--- src/rtl/frame_read_addr_gen.sv ---
// Frame read address generator: walks a 2-D frame line by line and issues
// burst read requests (address, pixel count) to a read engine via kick/busy.
module frame_read_addr_gen #(
    parameter int ADDR_W    = 32,
    parameter int BPP       = 4,
    parameter int BURST_PIX = 64,
    parameter int DIM_W     = 12
) (
    input  logic              clk,
    input  logic              rst_n,
    input  logic              start,
    input  logic              abort,
    input  logic [ADDR_W-1:0] frame_base,
    input  logic [DIM_W-1:0]  x_size,
    input  logic [DIM_W-1:0]  y_size,
    input  logic [ADDR_W-1:0] line_stride,
    input  logic [31:0]       fifo_available,
    input  logic [31:0]       fifo_threshold,
    input  logic              busy,
    output logic              kick,
    output logic [ADDR_W-1:0] read_addr,
    output logic [DIM_W-1:0]  read_num,
    output logic              active,
    output logic              frame_done
);

    localparam int BPP_SH = $clog2(BPP);
    localparam int CNT_W  = DIM_W + 1;

    typedef enum logic [2:0] {
        IDLE,
        ISSUE_IDLE,
        ISSUE,
        ISSUE_WAIT,
        NEXT_LINE
    } state_t;

    state_t              state_q, state_d;
    logic [DIM_W-1:0]    x_size_q, x_size_d;
    logic [DIM_W-1:0]    y_size_q, y_size_d;
    logic [ADDR_W-1:0]   stride_q, stride_d;
    logic [ADDR_W-1:0]   line_addr_q, line_addr_d;
    logic [CNT_W-1:0]    x_cnt_q, x_cnt_d;
    logic [CNT_W-1:0]    y_cnt_q, y_cnt_d;
    logic                abort_q, abort_d;
    logic                done_q, done_d;
    logic [ADDR_W-1:0]   addr_q, addr_d;
    logic [DIM_W-1:0]    num_q, num_d;

    logic [CNT_W-1:0]    remain;
    logic [CNT_W-1:0]    burst_num;
    logic [ADDR_W-1:0]   burst_addr;

    // line_addr_q tracks base + y_cnt*stride incrementally, so only the
    // in-line pixel offset is added per burst; both wrap modulo 2^ADDR_W.
    always_comb begin
        remain     = {1'b0, x_size_q} - x_cnt_q;
        burst_num  = (remain > CNT_W'(BURST_PIX)) ? CNT_W'(BURST_PIX) : remain;
        burst_addr = line_addr_q + (ADDR_W'(x_cnt_q) << BPP_SH);
    end

    always_comb begin
        state_d     = state_q;
        x_size_d    = x_size_q;
        y_size_d    = y_size_q;
        stride_d    = stride_q;
        line_addr_d = line_addr_q;
        x_cnt_d     = x_cnt_q;
        y_cnt_d     = y_cnt_q;
        abort_d     = abort_q;
        done_d      = 1'b0;
        addr_d      = addr_q;
        num_d       = num_q;

        case (state_q)
            IDLE: begin
                if (start) begin
                    if ((x_size != '0) && (y_size != '0)) begin
                        x_size_d    = x_size;
                        y_size_d    = y_size;
                        stride_d    = line_stride;
                        line_addr_d = frame_base;
                        x_cnt_d     = '0;
                        y_cnt_d     = '0;
                        abort_d     = 1'b0;
                        state_d     = ISSUE_IDLE;
                    end else begin
                        done_d = 1'b1;
                    end
                end
            end
            ISSUE_IDLE: begin
                if (abort) begin
                    done_d  = 1'b1;
                    state_d = IDLE;
                end else if (!busy) begin
                    addr_d  = burst_addr;
                    num_d   = DIM_W'(burst_num);
                    state_d = ISSUE;
                end
            end
            ISSUE: begin
                x_cnt_d = x_cnt_q + CNT_W'(num_q);
                if (abort) begin
                    abort_d = 1'b1;
                end
                state_d = ISSUE_WAIT;
            end
            ISSUE_WAIT: begin
                // A pending abort is only acted on once the engine accepts
                // the outstanding request, so the handshake is never torn.
                if (busy) begin
                    if (abort_q || abort) begin
                        abort_d = 1'b0;
                        done_d  = 1'b1;
                        state_d = IDLE;
                    end else if (x_cnt_q == {1'b0, x_size_q}) begin
                        x_cnt_d     = '0;
                        y_cnt_d     = y_cnt_q + CNT_W'(1);
                        line_addr_d = line_addr_q + stride_q;
                        state_d     = NEXT_LINE;
                    end else begin
                        state_d = ISSUE_IDLE;
                    end
                end else if (abort) begin
                    abort_d = 1'b1;
                end
            end
            NEXT_LINE: begin
                if (abort || (y_cnt_q == {1'b0, y_size_q})) begin
                    done_d  = 1'b1;
                    state_d = IDLE;
                end else if (fifo_available < fifo_threshold) begin
                    state_d = ISSUE_IDLE;
                end
            end
            default: begin
                state_d = IDLE;
            end
        endcase
    end

    always_ff @(posedge clk or negedge rst_n) begin
        if (!rst_n) begin
            state_q     <= IDLE;
            x_size_q    <= '0;
            y_size_q    <= '0;
            stride_q    <= '0;
            line_addr_q <= '0;
            x_cnt_q     <= '0;
            y_cnt_q     <= '0;
            abort_q     <= 1'b0;
            done_q      <= 1'b0;
            addr_q      <= '0;
            num_q       <= '0;
        end else begin
            state_q     <= state_d;
            x_size_q    <= x_size_d;
            y_size_q    <= y_size_d;
            stride_q    <= stride_d;
            line_addr_q <= line_addr_d;
            x_cnt_q     <= x_cnt_d;
            y_cnt_q     <= y_cnt_d;
            abort_q     <= abort_d;
            done_q      <= done_d;
            addr_q      <= addr_d;
            num_q       <= num_d;
        end
    end

    assign kick       = (state_q == ISSUE) || (state_q == ISSUE_WAIT);
    assign active     = (state_q != IDLE);
    assign frame_done = done_q;
    assign read_addr  = addr_q;
    assign read_num   = num_q;

endmodule

--- config.mk ---
export PLATFORM = sky130hd
export DESIGN_NAME = frame_read_addr_gen
export DESIGN_NICKNAME = d
export VERILOG_FILES = /design/src/rtl/frame_read_addr_gen.sv
export SDC_FILE = /design/constraint.sdc
export NUM_CORES = 1
export LEC_CHECK = 0
export ABC_AREA = 1
export CAP_MARGIN = 40
export CORE_MARGIN = 3
export CORE_UTILIZATION = 50
export CTS_BUF_LIST = sky130_fd_sc_hd__clkbuf_4 sky130_fd_sc_hd__clkbuf_8 sky130_fd_sc_hd__clkbuf_16
export DETAILED_ROUTE_END_ITERATION = 6
export PLACE_DENSITY = 0.79
export SLEW_MARGIN = 20
export SYNTH_ARGS = -nofsm -noshare
export SYNTH_HDL_FRONTEND = slang
export SYNTH_SLANG_ARGS = --single-unit
--- constraint.sdc ---
create_clock -name clk -period 2.2 [get_ports clk]
set_clock_uncertainty 0.1 [all_clocks]
set_input_delay 0.55 -clock clk [delete_from_list [all_inputs] [get_ports clk]]
set_output_delay 0.55 -clock clk [all_outputs]
set_load 0.005 [all_outputs]
==> Yosys cells after proc, flatten, opt, wreduce, memory -nomap -nowiden <==
Cells that the tools add are included.
W data, S select, Z words.
{ "totals": {"ff_bits": 163, "in_bits": 157, "out_inout_bits": 47, "wordCells": 90} }
{ "classes": {"n_addsub": 5, "magnitude_cmp": 2, "eq_ne": 14, "muxes": 40, "n_bitwise": 2, "reduce_logical": 16} }
{ "ops": {"columns": ["cell", "n"], "rows": [
  ["$mux W32", 5],
  ["$mux W13", 8],
  ["$pmux W32 S2", 1],
  ["$pmux W13 S3", 1],
  ["$add A32 B15 Y32", 1],
  ["$add A32 B32 Y32", 1],
  ["$lt A32 B32 Y1", 1],
  ["$mux W3", 9],
  ["$eq A13 B12 Y1", 2],
  ["$pmux W13 S2", 1],
  ["$reduce_bool A12 Y1", 2],
  ["$pmux W3 S5", 1],
  ["$add A13 B1 Y13 const B", 1],
  ["$add A13 B12 Y13", 1],
  ["$gt A13 B7 Y1 const B", 1],
  ["$sub A12 B13 Y13", 1],
  ["$mux W12", 1],
  ["$reduce_and A6 Y1", 2],
  ["$mux W1", 11],
  ["$ne A2 B2 Y1 const B", 5],
  ["$ne A3 B3 Y1 const B", 3],
  ["$eq A3 B2 Y1 const B", 2],
  ["$reduce_and A3 Y1", 2],
  ["$reduce_bool A3 Y1", 2],
  ["other kinds (11)", 14]
]} }

==> Logic depth before layout (Yosys ltp) <==
Gate-level depths: netlist (run 1).
{ "logic_depth": {"depth_word": 5, "ltp_mapped": 16, "mapped_depth_nobuf": 16} }

==> Worst setup path before layout (run 1) <==
Ideal clock, no wire load.
{ "synth_path": {"path_kind": "register to register", "start": "register line_addr_q[0]", "end": "register line_addr_q[30]", "setup_time_ns": 0.116, "t_arrival_ns": 1.884, "required_ns": 1.984, "path_slack_ns": 0.100, "path_stages_with_launch": 15, "path_buffers": 0, "period_less_slack_ns": 2.100, "path_cell_list": "dfrtp_1 -> ha_1 -> inv_1 -> fa_1 -> nand3b_1 -> nand2_1 -> nand2_1 -> nand2_1 -> nand3_1 -> nand2_1 -> nand2_1 -> nand3_1 -> nand3_1 -> nand2_1 -> nand2_1"} }
{ "synth_via": {"elab_chain_len": 5} }
{ "synth_rtl": {"columns": ["item", "line_no", "text"], "rows": [
  ["from (decl)", "42", "logic [ADDR_W-1:0] line_addr_q, line_addr_d;"],
  ["from (signal assigned)", "161", "line_addr_q <= line_addr_d;"],
  ["$add A32 B32 Y32", "120", "line_addr_d = line_addr_q + stride_q;"],
  ["$mux W32", "117", "end else if (x_cnt_q == {1'b0, x_size_q}) begin"],
  ["$mux W32", "113", "if (abort_q || abort) begin"],
  ["$mux W32", "112", "if (busy) begin"],
  ["$pmux W32 S2", "75", "case (state_q)"]
]} }
No other way between the ends. The select of a mux whose other input is x is not followed.
A chain may end at the register's enable or synchronous reset.

==> Final worst setup path (run 1) <==
{ "layout_path": {"start": "register stride_q[0]", "end": "register line_addr_q[24]"} }
{ "layout_via": {"elab_chain_len": 5} }
{ "layout_rtl": {"columns": ["item", "line_no", "text"], "rows": [
  ["from (decl)", "41", "logic [ADDR_W-1:0] stride_q, stride_d;"],
  ["from (signal assigned)", "160", "stride_q <= stride_d;"],
  ["$add A32 B32 Y32", "120", null],
  ["$mux W32", "117", null],
  ["$mux W32", "113", null],
  ["$mux W32", "112", null],
  ["$pmux W32 S2", "75", null]
]} }
No other way between the ends. The select of a mux whose other input is x is not followed.

==> results of run 1 <==
cells in the mapped netlist (12+ instances only):
| cell type | number | area [sq um] |
|---|---|---|
| nand2_1 | 662 | 2480 |
| inv_1 | 226 | 848 |
| dfrtp_1 | 163 | 4080 |
| nor2_1 | 149 | 559 |
| a21oi_1 | 100 | 500 |
| ha_1 | 100 | 1250 |
| nand3_1 | 100 | 500 |
| o21ai_0 | 84 | 420 |
| nand4_1 | 34 | 213 |
| buf_2 | 22 | 110 |
| xnor2_1 | 21 | 184 |
| nor3_1 | 19 | 95.1 |
| xor2_1 | 15 | 131 |
| o22ai_1 | 13 | 81.3 |
| or2_2 | 12 | 75.1 |
report_power, final:
group          switching (mW)  internal (mW)
clock                    1.49           1.63
sequential               1.27           4.17
combinational            9.81           7.78
path summary, 6_finish.rpt:
check,start,endpoint,cells past startpoint
min in group asynchronous,rst_n,stride_q[14],2
worst min-delay path,read_addr[2],read_addr[2],2
worst max-delay path,stride_q[0],line_addr_q[24],14
worst max register to register,stride_q[0],line_addr_q[24],14
max in group asynchronous,rst_n,line_addr_q[10],3
worst min register to register,read_addr[2],read_addr[2],2
through the flow:
stage / power, mW / hold WS [ns] / cells / setup WS, ns / TNS, ns
final: 26.2 / 0.376 / 2578 / -0.120 / -1.39
after global routing: 28.0 / 0.405 / 2578 / -0.203 / -4.57
after CTS: 23.1 / 0.380 / 2562 / 0.00232 / 0
after detailed placement: 19.6 / 0.353 / 2520 / -0.379 / -31.12
after global placement: 19.3 / 0.346 / 2520 / -0.285 / -22.82
after floorplan: 13.5 / 0.154 / 1837 / 0.0995 / 0
critical path: cells and delay by family (launching register included):
kind                       cells  cell delay (ns)
AOI/OAI and AO/OA              1             0.07
buffers and inverters          3             0.26
adders and majority gates      2             0.57
DFF                            1             0.38
and+or+nand+nor                8             0.82
logic make-up after synthesis:
| kind of cell | count (synthesis) | synth area share [%] |
|---|---|---|
| AOI/OAI and AO/OA | 251 | 11.3 |
| and+or+nand+nor | 1016 | 34.2 |
| adders and majority gates | 104 | 10.7 |
| xor gates and xnor gates | 36 | 2.54 |
| buffers and inverters | 267 | 8.41 |
| DFF | 163 | 32.8 |
layout make-up:
class	count	area, sq um
clock buffer	17	425
clock inverter	15	183
fill	1838	6100
inverter	232	876
multi-input combinational	1407	8440
sequential	163	4090
tap	324	405
timing repair buffer	420	3880
layer usage:
metal	share of wire [%]	up-vias	wire length [um]	GRT usage, %
li1	-	6725	-	-
met1	42	6578	18200	39.6
met2	48	636	21000	51.2
met3	7.9	104	3470	5.63
met4	2.8	0	1230	9.19
met5	0	-	0	0
state kept, by name, summed over array words and instances, names as in the netlist:
name,count
stride_q,32
state_q,3
y_cnt_q,13
x_cnt_q,13
frame_done,1
abort_q,1
read_num,12
line_addr_q,32
y_size_q,12
x_size_q,12
read_addr,32
what timing repair did:
item | CTS | global route
pin swaps | 12 | 73
hold endpoints to repair | 26 | 0
resized for setup | 34 | 258
hold buffers | 1 | 0
endpoints found under the setup margin | 35 | 96
buffers inserted | 9 | 17
==> metrics, run 1 <==
fin nets=2502; routed wire length=43900 um; Mapped Cells=1837; GRT Resource Usage Total=30.3%; post-route ant nets=0; worst vdd ir=788 uV; initial drt markers=1177; setup violators final=29; dpl cell area=16300 sq um; GRT Residual Overflow=0; Starting Density=50.9%; Pwr Density=1430 nW/um^2; min Tclk post-route=2.32 ns; Slew Viols, Final=0; CP Capture Type=register; vias in the first global route=13300; final core utilization=75.0%; maximum root-to-sink buffer count=2; post-synthesis sequential area ratio=32.8%; top_reg_cell synth=dfrtp_1; H-tree level count=4; Core Rows=57; HP Class=register to register; DRT Pass-1 Iters=7; Tcrit/Tclk final=105%; Root Driver=clkbuf_16; CP cell instances=ha_2, inv_2, fa_2, nand3b_1, nand2_2, buf_6, buf_6, nand3_2, nand2_4, nand2_2, nand4_1, nand3_2, nand2_1, o21ai_0; number of synthesized register bits=163; post-synthesis async set-or-reset flop share=100%; mean post-synth cell area=6.76 sq um; initial antenna violation count=0; total CTS buffers=17; Post-route DRC=2; Largest stage delay, worst path=0.38 ns; crit-path max FO=4; failing checks=DRC, setup timing; area of the core=24400 sq um; number of enable flip-flop cells after synthesis=0; Yosys warning count=0; slew margin rel.=61.0%; f_max=0.431 GHz; Crit path required time=2.42 ns; Sink Count=163; final setup margin=-0.120 ns; via-per-instance ratio=5.45; fraction of layout cells with a size suffix above 1=22.8%; DIE WIDTH=164 um; commonest non-fill, non-tap cells in the layout=nand2_1, inv_1, clkdlybuf4s50_1; Area Overhead vs Synth=47.2%; Syn Nets=2098; R2R Setup Slk=-0.12 ns; # IOs=204; Max Cap Viol=0; DR WL/cell=17.0 um; commonest non-fill, non-tap cell in the layout=nand2_1; Setup CP Type=register to register; RSZ-0062 raised after global routing=yes; Mapped Area=12400 sq um; gpl congestion=0.957; startpoint types=register; Worst-Skew Late Latency=0.45 ns; final instance area=18300 sq um; via count=14000; CTS tree=done; critical path's slowest cell=dfrtp_1; status=complete, but fails checks; largest net degree at the start of global routing=58; crit path DAT=2.54 ns; IO Port Bufs=203; clk slew on worst S/H paths=0.08 ns; Least-Margin Pin Slew=0.580 ns; DP HPWL=32200 um; first-pass GRT wire length=64400 um; die area=26800 sq um; Synth cell types=49; Ant. Diodes=0; DIE HEIGHT=164 um; final hold violation count=0; leakage=9.08 nW
(Power assumes the default switching activity.)
==> run 2, diff against run 1 <==
Settings changed: CORE_UTILIZATION 50 to 55, PLACE_DENSITY 0.79 to 0.82.
Clock period 2.2 ns to 2.3 ns, I/O delays scaled along.
==> metrics, run 2 (synthesis results as in run 1) <==
min Tclk post-route=2.34 ns; Tcrit/Tclk final=102%; H-tree level count=4; final hold violation count=0; R2R Setup Slk=-0.04 ns; # IOs=204; crit path DAT=2.63 ns; Slew Viols, Final=0; RSZ-0062 raised after global routing=yes; HP Class=register to register; via count=13700; CP Capture Type=register; DP Cell Count=2401; largest net degree at the start of global routing=49; DIE HEIGHT=156 um; area of the core=22000 sq um; commonest non-fill, non-tap cells in the layout=nand2_1, inv_1, clkdlybuf4s50_1; Setup CP Type=register to register; Root Driver=clkbuf_16; Worst-Skew Late Latency=0.45 ns; Least-Margin Pin Slew=0.558 ns; slew margin rel.=62.5%; DP HPWL=31100 um; IO Port Bufs=203; Ant. Diodes=0; Layout Cells excl Fill=2456; Core Rows=54; fraction of layout cells with a size suffix above 1=15.6%; Setup TNS Final=-0.181 ns; GRT Residual Overflow=0; CTS tree=done; post-route ant nets=0; final setup margin=-0.0431 ns; Setup WS pre-CTS=-0.343 ns; vias in the first global route=12800; crit-path max FO=6; failing checks=setup timing; FF/Latch Area=4090 sq um; DIE WIDTH=156 um; gpl congestion=0.941; setup violators final=6; die area=24400 sq um; initial drt markers=1186; Pwr Density=1320 nW/um^2; f_max=0.427 GHz; DR WL/cell=16.6 um; DRT Pass-1 Iters=6; leakage=8.60 nW; fin nets=2424; Starting Density=56.4%; total CTS buffers=17; clk slew on worst S/H paths=0.07 ns; via-per-instance ratio=5.56; fill count=1673; footprint of the multi-input gates=7850 sq um; Crit path required time=2.59 ns; status=complete, but fails checks; GRT Resource Usage Total=32.0%; Sink Count=163; maximum root-to-sink buffer count=2; Area Overhead vs Synth=37.0%; first-pass GRT wire length=62800 um; Max Cap Viol=0; startpoint types=register; initial antenna violation count=1; routed wire length=40700 um; commonest non-fill, non-tap cell in the layout=nand2_1; Post-route DRC=0; worst vdd ir=738 uV
## run 2: layout make-up
cell class / instances / share of cell area [%]
Clock inverter: 13 / 0.919
Clock buffer: 19 / 2.66
Tap cell: 280 / 2.06
Sequential cell: 163 / 24.0
Inverter: 232 / 5.14
Timing Repair Buffer: 341 / 19.1
Multi-Input combinational cell: 1408 / 46.1
## run 2: metrics by stage
step                      hold slack (ns)  cell area [sq um]  total power, mW  utilization (%)
final                               0.382              17000             22.5             77.3
after global routing                0.413              17000             24.3             77.3
after CTS                           0.385              16400             20.9             74.4
after detailed placement            0.368              15600             17.5             71.0
after global placement              0.356              15600             17.2             71.0
after floorplan                     0.179              12400             12.9                -
## run 2: worst max-delay path, cell delays in order (launching register included)
cell,delay (ns)
dfrtp_1,0.37
inv_2,0.09
ha_4,0.14
inv_4,0.04
fa_2,0.43
xor2_2,0.20
nor2_1,0.12
nand3_1,0.11
nor2_2,0.12
nand2_1,0.06
nand2_1,0.07
nand2_2,0.06
nor2_4,0.20
nand3b_1,0.10
nand2_1,0.07
## run 2: path summary, 6_finish.rpt
path                                 end  cells after the start           from
hold / removal             read_addr[26]                      2  read_addr[26]
setup / recovery             read_num[2]                     14    x_size_q[0]
min in group asynchronous   read_addr[9]                      2          rst_n
max in group asynchronous     x_cnt_q[8]                      3          rst_n
setup reg to reg             read_num[2]                     14    x_size_q[0]
hold reg to reg            read_addr[26]                      2  read_addr[26]
## run 2: what timing repair did
item                                   4_1_cts  5_1_grt
pin swaps                                    6       33
cloned                                       0        3
hold buffers                                 1        0
setup endpoints to repair                   19       68
endpoints found under the hold margin       39        0
resized for setup                           25      128
buffers inserted                             7       12
## run 2: power breakdown
group / internal, mW / switching, mW
combinational: 5.98 / 8.44
clock: 1.61 / 1.35
sequential: 3.99 / 1.14
## run 2: routing by layer
metal / up-vias / global-route usage [%] / routed length [um]
met4: 0 / 10.0 / 1100
met2: 654 / 52.2 / 19200
met5: - / 0 / 0
met3: 87 / 6.25 / 3680
met1: 6330 / 43.1 / 16700
li1: 6588 / - / -
